**src/rtl/mips_pipe_pkg.sv**
```systemverilog
// Shared types for the pipeline hazard controller: FSM states, forwarding selects,
// and the destination-tracking scoreboard entry.
package mips_pipe_pkg;

    typedef enum logic [1:0] {
        ST_RUN = 2'd0,
        ST_HAZ = 2'd1,
        ST_FRZ = 2'd2
    } state_e;

    localparam logic [1:0] FWD_NONE = 2'b00;
    localparam logic [1:0] FWD_EX   = 2'b01;
    localparam logic [1:0] FWD_MEM  = 2'b10;

    // Entry rd is stored zero-extended to this width; REG_AW must not exceed it.
    localparam int SB_RD_W = 8;

    typedef struct packed {
        logic               valid;
        logic [SB_RD_W-1:0] rd;
        logic               wena;
        logic               load;
    } sb_entry_t;

    localparam int SB_W = $bits(sb_entry_t);

    // $0 is hardwired, so a write to it never creates a dependency.
    function automatic logic src_match(input logic rena, input logic [SB_RD_W-1:0] src,
                                       input sb_entry_t e);
        return rena && e.valid && e.wena && (e.rd == src) && (src != '0);
    endfunction

endpackage

```
**src/rtl/hazard_scoreboard.sv**
```systemverilog
// Three-deep EX/MEM/WB destination tracker; shifts one stage per unfrozen cycle.
module hazard_scoreboard
    import mips_pipe_pkg::*;
(
    input  logic            clk,
    input  logic            rst_n,
    input  logic            adv_i,
    input  logic [SB_W-1:0] issue_i,
    output logic [SB_W-1:0] ex_o,
    output logic [SB_W-1:0] mem_o,
    output logic [SB_W-1:0] wb_o
);

    sb_entry_t ex_q, mem_q, wb_q;

    always_ff @(posedge clk or negedge rst_n) begin
        if (!rst_n) begin
            ex_q  <= '0;
            mem_q <= '0;
            wb_q  <= '0;
        end else if (adv_i) begin
            wb_q  <= mem_q;
            mem_q <= ex_q;
            ex_q  <= sb_entry_t'(issue_i);
        end
    end

    assign ex_o  = ex_q;
    assign mem_o = mem_q;
    assign wb_o  = wb_q;

endmodule

```
**src/rtl/pipe_hazard_ctrl.sv**
```systemverilog
// Stall/freeze/flush controller for a 5-stage MIPS pipeline.
// Define FORWARD_UNIT_EN to enable operand forwarding (only load-use then stalls).
module pipe_hazard_ctrl
    import mips_pipe_pkg::*;
#(
    parameter int REG_AW = 5,
    parameter int CNT_W  = 16
) (
    input  logic              clk,
    input  logic              rst_n,
    input  logic              id_valid,
    input  logic [REG_AW-1:0] id_rs,
    input  logic [REG_AW-1:0] id_rt,
    input  logic              id_rs_rena,
    input  logic              id_rt_rena,
    input  logic [REG_AW-1:0] id_rd,
    input  logic              id_rf_wena,
    input  logic              id_is_load,
    input  logic              id_redirect,
    input  logic              mem_busy,
    output logic              pc_hold,
    output logic              ifid_hold,
    output logic              idex_bubble,
    output logic              ifid_flush,
    output logic              pipe_freeze,
    output logic [CNT_W-1:0]  stall_cnt,
    output logic [1:0]        fwd_a_sel,
    output logic [1:0]        fwd_b_sel,
    output logic [1:0]        dbg_state,
    output logic [3*SB_W-1:0] dbg_sb
);

    sb_entry_t          issue, ex_e, mem_e, wb_e;
    logic [SB_W-1:0]    ex_v, mem_v, wb_v;
    logic [SB_RD_W-1:0] rs_w, rt_w;
    logic               rs_ex, rs_mem, rt_ex, rt_mem;
    logic               hazard;
    state_e             st_d, st_q;
    logic [CNT_W-1:0]   cnt_q;

    assign rs_w = SB_RD_W'(id_rs);
    assign rt_w = SB_RD_W'(id_rt);

    assign ex_e  = sb_entry_t'(ex_v);
    assign mem_e = sb_entry_t'(mem_v);
    assign wb_e  = sb_entry_t'(wb_v);

    // WB is never consulted: the register file writes before ID reads.
    assign rs_ex  = src_match(id_rs_rena, rs_w, ex_e);
    assign rs_mem = src_match(id_rs_rena, rs_w, mem_e);
    assign rt_ex  = src_match(id_rt_rena, rt_w, ex_e);
    assign rt_mem = src_match(id_rt_rena, rt_w, mem_e);

    always_comb begin
        hazard    = 1'b0;
        fwd_a_sel = FWD_NONE;
        fwd_b_sel = FWD_NONE;
`ifdef FORWARD_UNIT_EN
        hazard    = (rs_ex || rt_ex) && ex_e.load;
        fwd_a_sel = rs_ex ? FWD_EX : (rs_mem ? FWD_MEM : FWD_NONE);
        fwd_b_sel = rt_ex ? FWD_EX : (rt_mem ? FWD_MEM : FWD_NONE);
`else
        hazard    = rs_ex || rs_mem || rt_ex || rt_mem;
`endif
    end

    // The state entered this cycle also drives this cycle's controls, so a
    // memory wait or a hazard takes effect before the next edge.
    always_comb begin
        st_d = ST_RUN;
        if (!rst_n)        st_d = ST_RUN;
        else if (mem_busy) st_d = ST_FRZ;
        else if (hazard)   st_d = ST_HAZ;
    end

    assign pc_hold     = (st_d != ST_RUN);
    assign ifid_hold   = (st_d != ST_RUN);
    assign idex_bubble = (st_d == ST_HAZ);
    assign pipe_freeze = (st_d == ST_FRZ);
    assign ifid_flush  = rst_n && (st_d == ST_RUN) && id_valid && id_redirect;

    always_comb begin
        issue       = '0;
        issue.valid = id_valid && !idex_bubble;
        issue.rd    = SB_RD_W'(id_rd);
        issue.wena  = id_rf_wena;
        issue.load  = id_is_load;
    end

    hazard_scoreboard u_sb (
        .clk     (clk),
        .rst_n   (rst_n),
        .adv_i   (!pipe_freeze),
        .issue_i (issue),
        .ex_o    (ex_v),
        .mem_o   (mem_v),
        .wb_o    (wb_v)
    );

    always_ff @(posedge clk or negedge rst_n) begin
        if (!rst_n) begin
            st_q  <= ST_RUN;
            cnt_q <= '0;
        end else begin
            st_q <= st_d;
            if (st_d == ST_HAZ && cnt_q != '1)
                cnt_q <= cnt_q + CNT_W'(1);
        end
    end

    assign stall_cnt = cnt_q;
    assign dbg_state = st_q;
    assign dbg_sb    = {ex_v, mem_v, wb_v};

endmodule

```
**config.mk**
```make
export PLATFORM = sky130hd
export DESIGN_NAME = pipe_hazard_ctrl
export DESIGN_NICKNAME = d
export VERILOG_FILES = /design/src/rtl/mips_pipe_pkg.sv /design/src/rtl/hazard_scoreboard.sv /design/src/rtl/pipe_hazard_ctrl.sv
export SDC_FILE = /design/constraint.sdc
export NUM_CORES = 1
export LEC_CHECK = 0
export CORE_UTILIZATION = 35
export DETAILED_ROUTE_END_ITERATION = 12
export GPL_TIMING_DRIVEN = 0
export PLACE_DENSITY_LB_ADDON = 0.2
export SETUP_SLACK_MARGIN = 0.05
export SKIP_LAST_GASP = 1
export SYNTH_ARGS = -nofsm -noshare
export SYNTH_HDL_FRONTEND = slang
export SYNTH_SLANG_ARGS = --single-unit
```
**constraint.sdc**
```tcl
create_clock -name clk -period 3.7 [get_ports clk]
set_input_delay 0.74 -clock clk [delete_from_list [all_inputs] [get_ports clk]]
set_output_delay 0.74 -clock clk [all_outputs]
set_load 0.005 [all_outputs]
```
# Yosys cells after proc, flatten, opt, wreduce, memory -nomap -nowiden
# Cells that the tools add are included.
# W data, S select, Z words.
# classes
n_addsub	1
eq_ne	7
mux	3
n_reduce_logical	29
# ops
cell	n
$logic_and A1 B1 Y1	21
$eq A5 B5 Y1	4
$add A16 B1 Y16 const B	1
$ne A16 B16 Y1 const B	1
$reduce_bool A8 Y1	2
$mux W2	2
$logic_or A1 B1 Y1	3
$eq A2 B1 Y1 const B	1
$eq A2 B2 Y1 const B	1
$logic_not A2 Y1	1
$reduce_bool A2 Y1	1
$logic_not A1 Y1	1
$mux W1	1
# word_totals
regBits	42
in_bits	24
output_inout_bits	60

# Longest topological paths before layout
# Gate-level depths: netlist (run 1).
# depth
depth_word	14
depth_mapped	8
mapped_depth_nobuf	7

# Cells and area by module
# A second synthesis (run 1) with hierarchy kept.
# unflattened
cells_unflattened	211
hier_area_um2	2693.8
# modules_own_cells
mod	instances	cells_each	area_per_inst_um2	seq_area_each_um2
hazard_scoreboard	1	70	1381.3	825.8
pipe_hazard_ctrl	1	141	1312.5	450.4

# Worst setup path after synthesis (run 1)
# Ideal clock, no wire load.
# synth_path
path_type	input-to-output
from	input port id_rs[0]
to	output port pc_hold
arrival_time_ns	1.891
required_ns	2.960
setup_slack_ns	1.069
path_stages	5
cell_sequence	or4_1 -> o21ai_0 -> o22ai_1 -> o21a_1 -> buf_4
# synth_between
elab_chain_len	10
elab_cells_between_ends	14
classes_between	eq/ne (2); mux (3); reduce/logical (9)
# synth_lines
item	line	rtl
start, declared	pipe_hazard_ctrl.sv:12	input logic [REG_AW-1:0] id_rs,
$eq A5 B5 Y1	mips_pipe_pkg.sv:30	return rena && e.valid && e.wena && (e.rd == src) && (src != '0);
$logic_and A1 B1 Y1 (2 in a row)	mips_pipe_pkg.sv:30	
$logic_or A1 B1 Y1 * (3 in a row)	pipe_hazard_ctrl.sv:63	hazard = rs_ex || rs_mem || rt_ex || rt_mem;
$mux W1 *	pipe_hazard_ctrl.sv:73	else if (hazard) st_d = ST_HAZ;
$mux W2 *	pipe_hazard_ctrl.sv:72	else if (mem_busy) st_d = ST_FRZ;
$mux W2 *	pipe_hazard_ctrl.sv:71	if (!rst_n) st_d = ST_RUN;
$reduce_bool A2 Y1 *	-	
end, declared	pipe_hazard_ctrl.sv:21	output logic pc_hold,
# Mark *: on every way between the ends. The rest lies on a longest branch, timed or not.

# Worst setup path in the final report (run 1)
# layout_path
from	input port id_rt[0]
to	output port pc_hold
# layout_between
elab_chain_len	9
elab_cells_between_ends	13
classes_between	eq/ne (2); mux (3); reduce/logical (8)
# layout_lines
item	line	rtl
start, declared	pipe_hazard_ctrl.sv:13	input logic [REG_AW-1:0] id_rt,
$eq A5 B5 Y1	mips_pipe_pkg.sv:30	
$logic_and A1 B1 Y1 (2 in a row)	mips_pipe_pkg.sv:30	
$logic_or A1 B1 Y1	pipe_hazard_ctrl.sv:63	
$logic_or A1 B1 Y1 *	pipe_hazard_ctrl.sv:63	
$mux W1 *	pipe_hazard_ctrl.sv:73	
$mux W2 *	pipe_hazard_ctrl.sv:72	
$mux W2 *	pipe_hazard_ctrl.sv:71	
$reduce_bool A2 Y1 *	pipe_hazard_ctrl.sv:76	assign pc_hold = (st_d != ST_RUN);
# Marked as above.

==> summary.txt, run 1 <==
Route
  – Per-cell routed wire length: 13.6 µm
  – Final antenna-violating net count: 0
  – Wire length after detailed routing: 4790 µm
  – Number of vias after detailed routing: 1643
  – Number of vias per cell: 4.67
  – Detailed router's first-iteration violation count: 36
  – DR pass1 iterations: 4
  – Total DRC errors in the routed layout: 0

Die
  – Die width: 81.2 µm
  – Floorplan die height: 81.2 µm
  – Die Area: 6590 µm²
  – Initial core utilization: between 30% and 40%
  – Boundary pin count: 84
  – Floorplan core area: 5990 µm²
  – Rows: 28

Final layout
  – Final core occ: a little over half
  – Area growth from synthesis to layout: 47.2%
  – Layout cells sized above 1: 24.2%
  – # diodes: 0
  – Net count, final: 302
  – Fill count: between 500 and 600
  – Final design instance area without fill: 3230 µm²

Power
  – Internal portion of total power: between 800 and 900 µW
  – IR Drop Worst-Case VDD: around 0.22 mV
  – Net switching power of the design: roughly 270 µW
  – Power per standard cell area: 349 nW/µm²
  – Portion of total power attributed to the clock network: between 30 and 40%
  – Part of the total power dissipated in combinational logic: 20.1%
  – Switching power share of the total: 24.0%
  – Leakage power: 1.43 nW
  – Proportion of power drawn by flip-flops and latches: 47.3%

Logic synthesis
  – Share of cell area taken by muxes after synthesis: around 13%
  – YS warnings: 0
  – Share of synthesized area occupied by flip-flops and latches: between 40% and 50%
  – Largest family of logic cells by synthesized area: simple AND/OR/NAND/NOR gates
  – Top cell type by total area after synthesis: dfrtp_1
  – Simple-gate portion of the synthesized area: 14.1%
  – Synth Register Bits: 42
  – Post-synthesis instance total: 185
  – Top-area cell type share of the netlist area: 47.9%
  – Adder and majority cell fraction of the synthesized area: 0.570%
  – Ranking of synthesized cells by area: dfrtp_1 (48%), mux2_2 (12%), xor2_1 (8.0%), xnor2_1 (5.2%), buf_4 (4.8%)
  – Count of distinct cell types in the synthesized netlist: 35
  – Xor-xnor portion of the synthesized cell area: 13.2%
  – Avg Inst Size Synth: between 10 and 15 µm²
  – Synthesized-area fraction occupied by ao, oa, aoi and oai cells: 4.96%
  – Netlist area before placement: 2200 µm²

STA
  – Part of the cycle the worst path needs: 95.6%
  – Clock Skew: a little under 0.006 ns
  – Max-Slew Margin vs Limit: 59.9%
  – Fin. max-slew vios: 0
  – Total negative slack: 0 ns
  – Unrepaired setup endpoints after global routing: no
  – Minimum period implied by the final worst setup slack: 3.54 ns
  – Max frequency: 283 MHz
  – Hold Fails Final Rpt: 0
  – Worst-margin pin slew: 0.601 ns
  – Final setup violation count: 0
  – Tightest hold margin: 0.384 ns

Clock network
  – Clock latency on the worst-skew pair: 0.29 ns
  – Total clock buffers created by CTS: 5
  – Buffer depth of the longest clock path: 2
  – Clock tree from TritonCTS: yes
  – CTS HTree Levels: 2
  – Clk sinks: 42
  – Hold-fix buffers, CTS: 0
  – CTS Root Cell: clkbuf_8
  – Clock transition at the registers of the reported paths: 0.07 ns

GRT
  – Gr usage total: 15.7%
  – Via count of the first global-routing pass: between 1500 and 2000
  – Overflow left after global routing: 0
  – Maximum number of pins on one net before global-route repair: 27
  – Antenna violations before repair: 0
  – Global-route wire length before repair: ~7700 µm

Job
  – Number of max-cap violations: 0

Worst setup path
  – CP Data Arrival Time: 2.80 ns
  – Element type at the critical path end: output port
  – Startpoint type of the worst setup path: input port
  – Critical Setup Path Class: in -> out
  – Worst reg-to-reg setup slack: 1.47 ns
  – CP Data Required Time: 2.96 ns
  – Critical-path maximum fanout: 3

Placed design
  – Buffers added on ports: 70
  – Final GP Congestion: 0.813
  – Placed wire-length estimate after detailed placement: about 3600 µm
  – Cell area reported after detailed placement: 3050 µm²

Worst hold path
  – Class of the most critical hold timing path: in -> async

Run status
  – Status: completed
==> final timing paths <==
path | startpoint | depth (start not counted) | endpoint
hold reg to reg | stall_cnt[10]$_DFFE_PN0P_ | 1 | stall_cnt[10]$_DFFE_PN0P_
setup reg to reg | stall_cnt[0]$_DFFE_PN0P_ | 7 | stall_cnt[1]$_DFFE_PN0P_
hold / removal | rst_n | 1 | u_sb.mem_o[0]$_DFFE_PN0N_
setup / recovery | id_rt[0] | 8 | pc_hold
max in group asynchronous | rst_n | 2 | stall_cnt[6]$_DFFE_PN0P_
min in group clk | stall_cnt[10]$_DFFE_PN0P_ | 1 | stall_cnt[10]$_DFFE_PN0P_
==> cells by family after synthesis <==
kind of cell / after synthesis
AOI/OAI and AO/OA: 12
xor gates and xnor gates: 33
adders and majority gates: 1
buffers and inverters: 20
DFF: 42
muxes: 25
other: 1
and+or+nand+nor: 51
==> metal layers <==
metal | wire [µm] | part of all wire (%) | vias up | track usage [%]
li1 | - | - | 806 | -
met1 | 2270 | 47 | 778 | 20.8
met2 | 2210 | 46 | 53 | 25.0
met3 | 252 | 5.3 | 6 | 3.48
met4 | 59 | 1.2 | 0 | 5.54
met5 | 0 | 0 | - | 0
==> state kept, by name (all words and copies together), names as in the netlist <==
name	cells
u_sb.ex_o	8
u_sb.wb_o	8
u_sb.mem_o	8
stall_cnt	16
dbg_state	2
==> worst max-delay path, stage by stage <==
cell	delay, ns
clkdlybuf4s50_1	0.47
xor2_1	0.18
nor4_2	0.33
a22oi_2	0.15
o22ai_2	0.17
o21a_1	0.17
buf_4	0.11
clkdlybuf4s50_1	0.48
==> cell type report <==
cell class | count | area (µm²) | area share, %
clock buffer | 6 | 82.6 | 2.56
buffer | 18 | 128 | 3.95
timing repair buffer | 73 | 746 | 23.1
inverter | 2 | 7.51 | 0.232
multi-input combinational | 135 | 1090 | 33.8
sequential | 42 | 1050 | 32.5
clock inverter | 1 | 30.0 | 0.929
tap | 75 | 93.8 | 2.90
==> power groups by stage <==
stage | clock network (mW) | logic, mW | registers (mW)
after global placement | 0 | 0.217 | 0.543
final | 0.368 | 0.227 | 0.533
after global routing | 0.401 | 0.248 | 0.540
after CTS | 0.381 | 0.228 | 0.534
after detailed placement | 0 | 0.222 | 0.542
after floorplan | 0 | 0.0887 | 0.538
==> cell usage in the layout (no fill, tap or decap), types with 2 or more instances in the layout <==
master | synthesis | final
and3_1 | 6 | 6
inv_1 | 2 | 2
nand4_2 | 2 | 2
nand2_1 | 7 | 7
or4_4 | 0 | 2
clkdlybuf4s50_1 | 0 | 63
and4_1 | 3 | 3
a22oi_2 | 1 | 2
nor2b_1 | 3 | 3
nor2_1 | 7 | 7
mux2_2 | 23 | 23
buf_4 | 14 | 16
dlymetal6s2s_1 | 0 | 6
xor2_1 | 20 | 20
nor4_2 | 2 | 4
conb_1 | 1 | 13
o21ai_2 | 0 | 2
nand3_1 | 9 | 9
o211ai_2 | 2 | 2
clkbuf_8 | 0 | 6
dfrtp_1 | 42 | 42
xnor2_1 | 13 | 13
clkbuf_1 | 3 | 3
nand4_1 | 5 | 5
==> cell usage after synthesis <==
library cell	number
o211ai_2	2
conb_1	1
nand2_2	1
buf_6	1
and4_1	3
mux2_4	1
clkbuf_1	3
xor2_1	20
nand2_1	7
or4_1	2
o2bb2ai_1	1
dfrtp_1	42
nor4_1	2
xnor2_1	13
nor2_1	7
mux2_1	1
a22oi_1	1
o21a_1	1
and3_1	6
nand4b_1	1
inv_1	2
a22oi_2	1
buf_4	14
a21oi_1	1
nor4_2	2
nand4_1	5
o22ai_1	2
nand3_1	9
ha_1	1
mux2_2	23
o22ai_4	1
and2_1	1
nand4_2	2
nor2b_1	3
o21ai_0	2
==> through the flow <==
| step | worst slack [ns] | total power [mW] | std cells |
|---|---|---|---|
| after floorplan | 1.07 | 0.626 | 197 |
| after global placement | -1.37 | 0.760 | 342 |
| after detailed placement | -0.0199 | 0.764 | 343 |
| after CTS | 0.0535 | 1.14 | 351 |
| after global routing | 0.0741 | 1.19 | 352 |
| final | 0.161 | 1.13 | 352 |
==> repair_timing <==
action                                  in CTS  in global routing
endpoints found under the setup margin       1                  2
resized for setup                            6                 10
pin swaps                                    4                  6
buffers inserted                             1                  1
Note: power is estimated with default switching activity, not from simulation.
==> run 2, diff against run 1 <==
--- a/config.mk
+++ b/config.mk
@@ -7,6 +7,7 @@
 export LEC_CHECK = 0
 export CORE_UTILIZATION = 35
 export DETAILED_ROUTE_END_ITERATION = 12
+export GPL_ROUTABILITY_DRIVEN = 0
 export GPL_TIMING_DRIVEN = 0
 export PLACE_DENSITY_LB_ADDON = 0.2
 export SETUP_SLACK_MARGIN = 0.05
==> results of run 2 <==
The final DEF is identical to that of run 1; final timing and power are the same.
==> run 3, diff against run 2 <==
--- a/config.mk
+++ b/config.mk
@@ -9,9 +9,10 @@
 export DETAILED_ROUTE_END_ITERATION = 12
 export GPL_ROUTABILITY_DRIVEN = 0
 export GPL_TIMING_DRIVEN = 0
-export PLACE_DENSITY_LB_ADDON = 0.2
+export PLACE_DENSITY = 0.66
 export SETUP_SLACK_MARGIN = 0.05
 export SKIP_LAST_GASP = 1
 export SYNTH_ARGS = -nofsm -noshare
 export SYNTH_HDL_FRONTEND = slang
 export SYNTH_SLANG_ARGS = --single-unit
+export TNS_END_PERCENT = 5
==> run 3 against run 2 <==
Wire length is 1.3% higher. Worst hold slack worse by 0.043 ns. Sequential share of layout area is 0.36 points higher. Flip-flop and latch count stayed put. Largest power group unchanged. Fmax is 1.2% higher. First-iteration DRC count is 11% higher. Core utilization is 0.58 points lower. Via count is 2.3% higher. Clock power is 26% lower. Register-to-register slack hardly changed. Cell count stayed put. Critical endpoint unchanged.
==> summary.txt, run 3 (synthesis gave the netlist of run 1 again) <==
Worst hold path
  – Class of the most critical hold timing path: in -> async

Worst setup path
  – Largest delay share family, worst path: buffers and inverters
  – Highest cell delay on the worst timing path: 0.48 ns
  – Element type at the critical path end: output port
  – Startpoint type of the worst setup path: input port
  – Critical path cell sequence: clkdlybuf4s50_1 > xor2_1 > nor4_2 > a22oi_2 > o22ai_2 > o21a_1 > buf_4 > clkdlybuf4s50_1
  – Worst path bufs/invs: 3
  – Critical Setup Path Class: in -> out
  – Startpoint of the worst register-to-register path: stall_cnt[0]$_DFFE_PN0P_
  – CP Data Required Time: 2.96 ns
  – CP Data Arrival Time: approximately 2.8 ns
  – Worst setup path startpoint: id_rt[3]
  – Cell type of the slowest stage on the worst timing path: clkdlybuf4s50_1
  – Most repeated library cell on the critical path: clkdlybuf4s50_1
  – Critical-path maximum fanout: 3

Final layout
  – Final Non-Filler Cells: 352
  – Net count, final: around 300
  – Layout cells sized above 1: between 20% and 30%
  – Area growth from synthesis to layout: 45.6%
  – Commonest non-fill, non-tap cells in the layout: clkdlybuf4s50_1 (61), dfrtp_1 (42), mux2_2 (23)
  – Final core occ: 53.4%
  – # diodes: 0
  – Number of flip-flops in the largest register: 16
  – Final design instance area without fill: about 3200 µm²
  – Commonest non-fill, non-tap cell in the layout: clkdlybuf4s50_1

Job
  – Number of max-cap violations: 0

STA
  – Clock Skew: ~0.0051 ns
  – Fin. max-slew vios: 0
  – Part of the cycle the worst path needs: 94.5%
  – Tightest hold margin: between 0.3 and 0.4 ns
  – Unrepaired setup endpoints after global routing: no
  – Max-Slew Margin vs Limit: approximately three fifths
  – Final setup violation count: 0
  – Max frequency: 286 MHz
  – Minimum period implied by the final worst setup slack: 3.50 ns
  – Worst-margin pin slew: 0.589 ns
  – Hold Fails Final Rpt: 0

Clock network
  – CTS Root Cell: clkbuf_8
  – Buffer depth of the longest clock path: 2
  – Clock transition at the registers of the reported paths: 0.07 ns
  – CTS HTree Levels: 2
  – Total clock buffers created by CTS: 5
  – Clk sinks: 42
  – Clock latency on the worst-skew pair: 0.29 ns
  – Clock tree from TritonCTS: yes

Route
  – Met3 WL: 282 µm
  – DR pass1 iterations: 4
  – Number of vias after detailed routing: around 1700
  – Detailed router's first-iteration violation count: 40
  – Number of vias per cell: between 4 and 5
  – Final antenna-violating net count: 0
  – Wire length after detailed routing: between 4000 and 5000 µm
  – Max layer used: met4
  – Total DRC errors in the routed layout: 0
  – Met1 wire length: between 2000 and 2500 µm
  – Per-cell routed wire length: 13.8 µm
  – Met2 routed wirelength: 2280 µm

Placed design
  – Placed wire-length estimate after detailed placement: about 3700 µm
  – Cell area reported after detailed placement: 3050 µm²
  – Cell count after placement: 343
  – Buffers added on ports: 70

Die
  – Initial core utilization: 36.7%
  – Floorplan die height: 81.2 µm
  – Floorplan core area: 5990 µm²
  – Rows: 28
  – Die Area: 6590 µm²
  – Die width: 81.2 µm
  – Boundary pin count: 84

GRT
  – Antenna violations before repair: 0
  – Overflow left after global routing: 0
  – Gr usage total: between 10% and 20%
  – Global-route wire length before repair: around 7500 µm
  – Via count of the first global-routing pass: 1509
  – Maximum number of pins on one net before global-route repair: 33

Power
  – Power per standard cell area: 323 nW/µm²
  – Leakage power: ~1.4 nW
  – Post-layout power: between 1 and 1.5 mW
  – IR Drop Worst-Case VDD: 0.178 mV

Run status
  – Status: completed
==> run 3: changes by cell type in the layout (fill, tap and decap cells not counted), sizes merged <==
cell / before / now
dlygate4sd2: 0 / 1
clkbuf: 9 / 10
dlymetal6s2s: 6 / 7
clkdlybuf4s50: 63 / 61
bufinv: 1 / 0
==> run 3: worst reg2reg max path: stages, from the launching register on <==
cell,delay (ns)
dfrtp_1,0.40
ha_1,0.20
and4_1,0.22
and3_1,0.15
clkbuf_1,0.31
nand4_2,0.32
nand2_2,0.19
mux2_1,0.32
==> run 3: final cells by class <==
class / instances / area [µm²]
Tap cell: 75 / 93.8
Inverter: 2 / 7.51
Buffer: 18 / 128
Fill cell: 548 / 2790
Timing Repair Buffer: 73 / 747
Multi-Input combinational cell: 135 / 1090
Sequential cell: 42 / 1050
Clock buffer: 7 / 76.3
==> run 3: where the power goes <==
part	switching [mW]	internal [mW]	leakage [nW]
clock network	0.143	0.130	0.0383
logic	0.0829	0.145	0.855
registers	0.0383	0.495	0.531
==> run 3: final timing paths <==
check,end,slack (ns),depth (start not counted)
min reg2reg,stall_cnt[10]$_DFFE_PN0P_,0.50,1
max in group asynchronous,dbg_state[0]$_DFF_PN0_,2.89,2
max,pc_hold,0.20,8
min in group clk,stall_cnt[10]$_DFFE_PN0P_,0.50,1
min,u_sb.wb_o[4]$_DFFE_PN0N_,0.34,1
max reg2reg,stall_cnt[1]$_DFFE_PN0P_,1.48,7
==> run 3: routing by layer <==
| metal | global-route usage [%] | vias up |
|---|---|---|
| li1 | - | 811 |
| met1 | 20.1 | 811 |
| met2 | 24.6 | 51 |
| met3 | 3.60 | 7 |
| met4 | 6.25 | 0 |
| met5 | 0 | - |
==> run 3: what timing repair did <==
action                                  in CTS  in global routing
endpoints found under the setup margin       1                  2
setup buffers                                0                  2
hold buffers                                 0                  0
pin swaps                                    2                  7
resized for setup                            5                 13
==> run 3: metrics by stage <==
step                      setup TNS [ns]  setup WS [ns]
after detailed placement         -0.0233        -0.0233
after global routing                   0         0.0495
after global placement            -19.32          -1.35
after floorplan                        0           1.07
final                                  0          0.204
after CTS                              0         0.0572
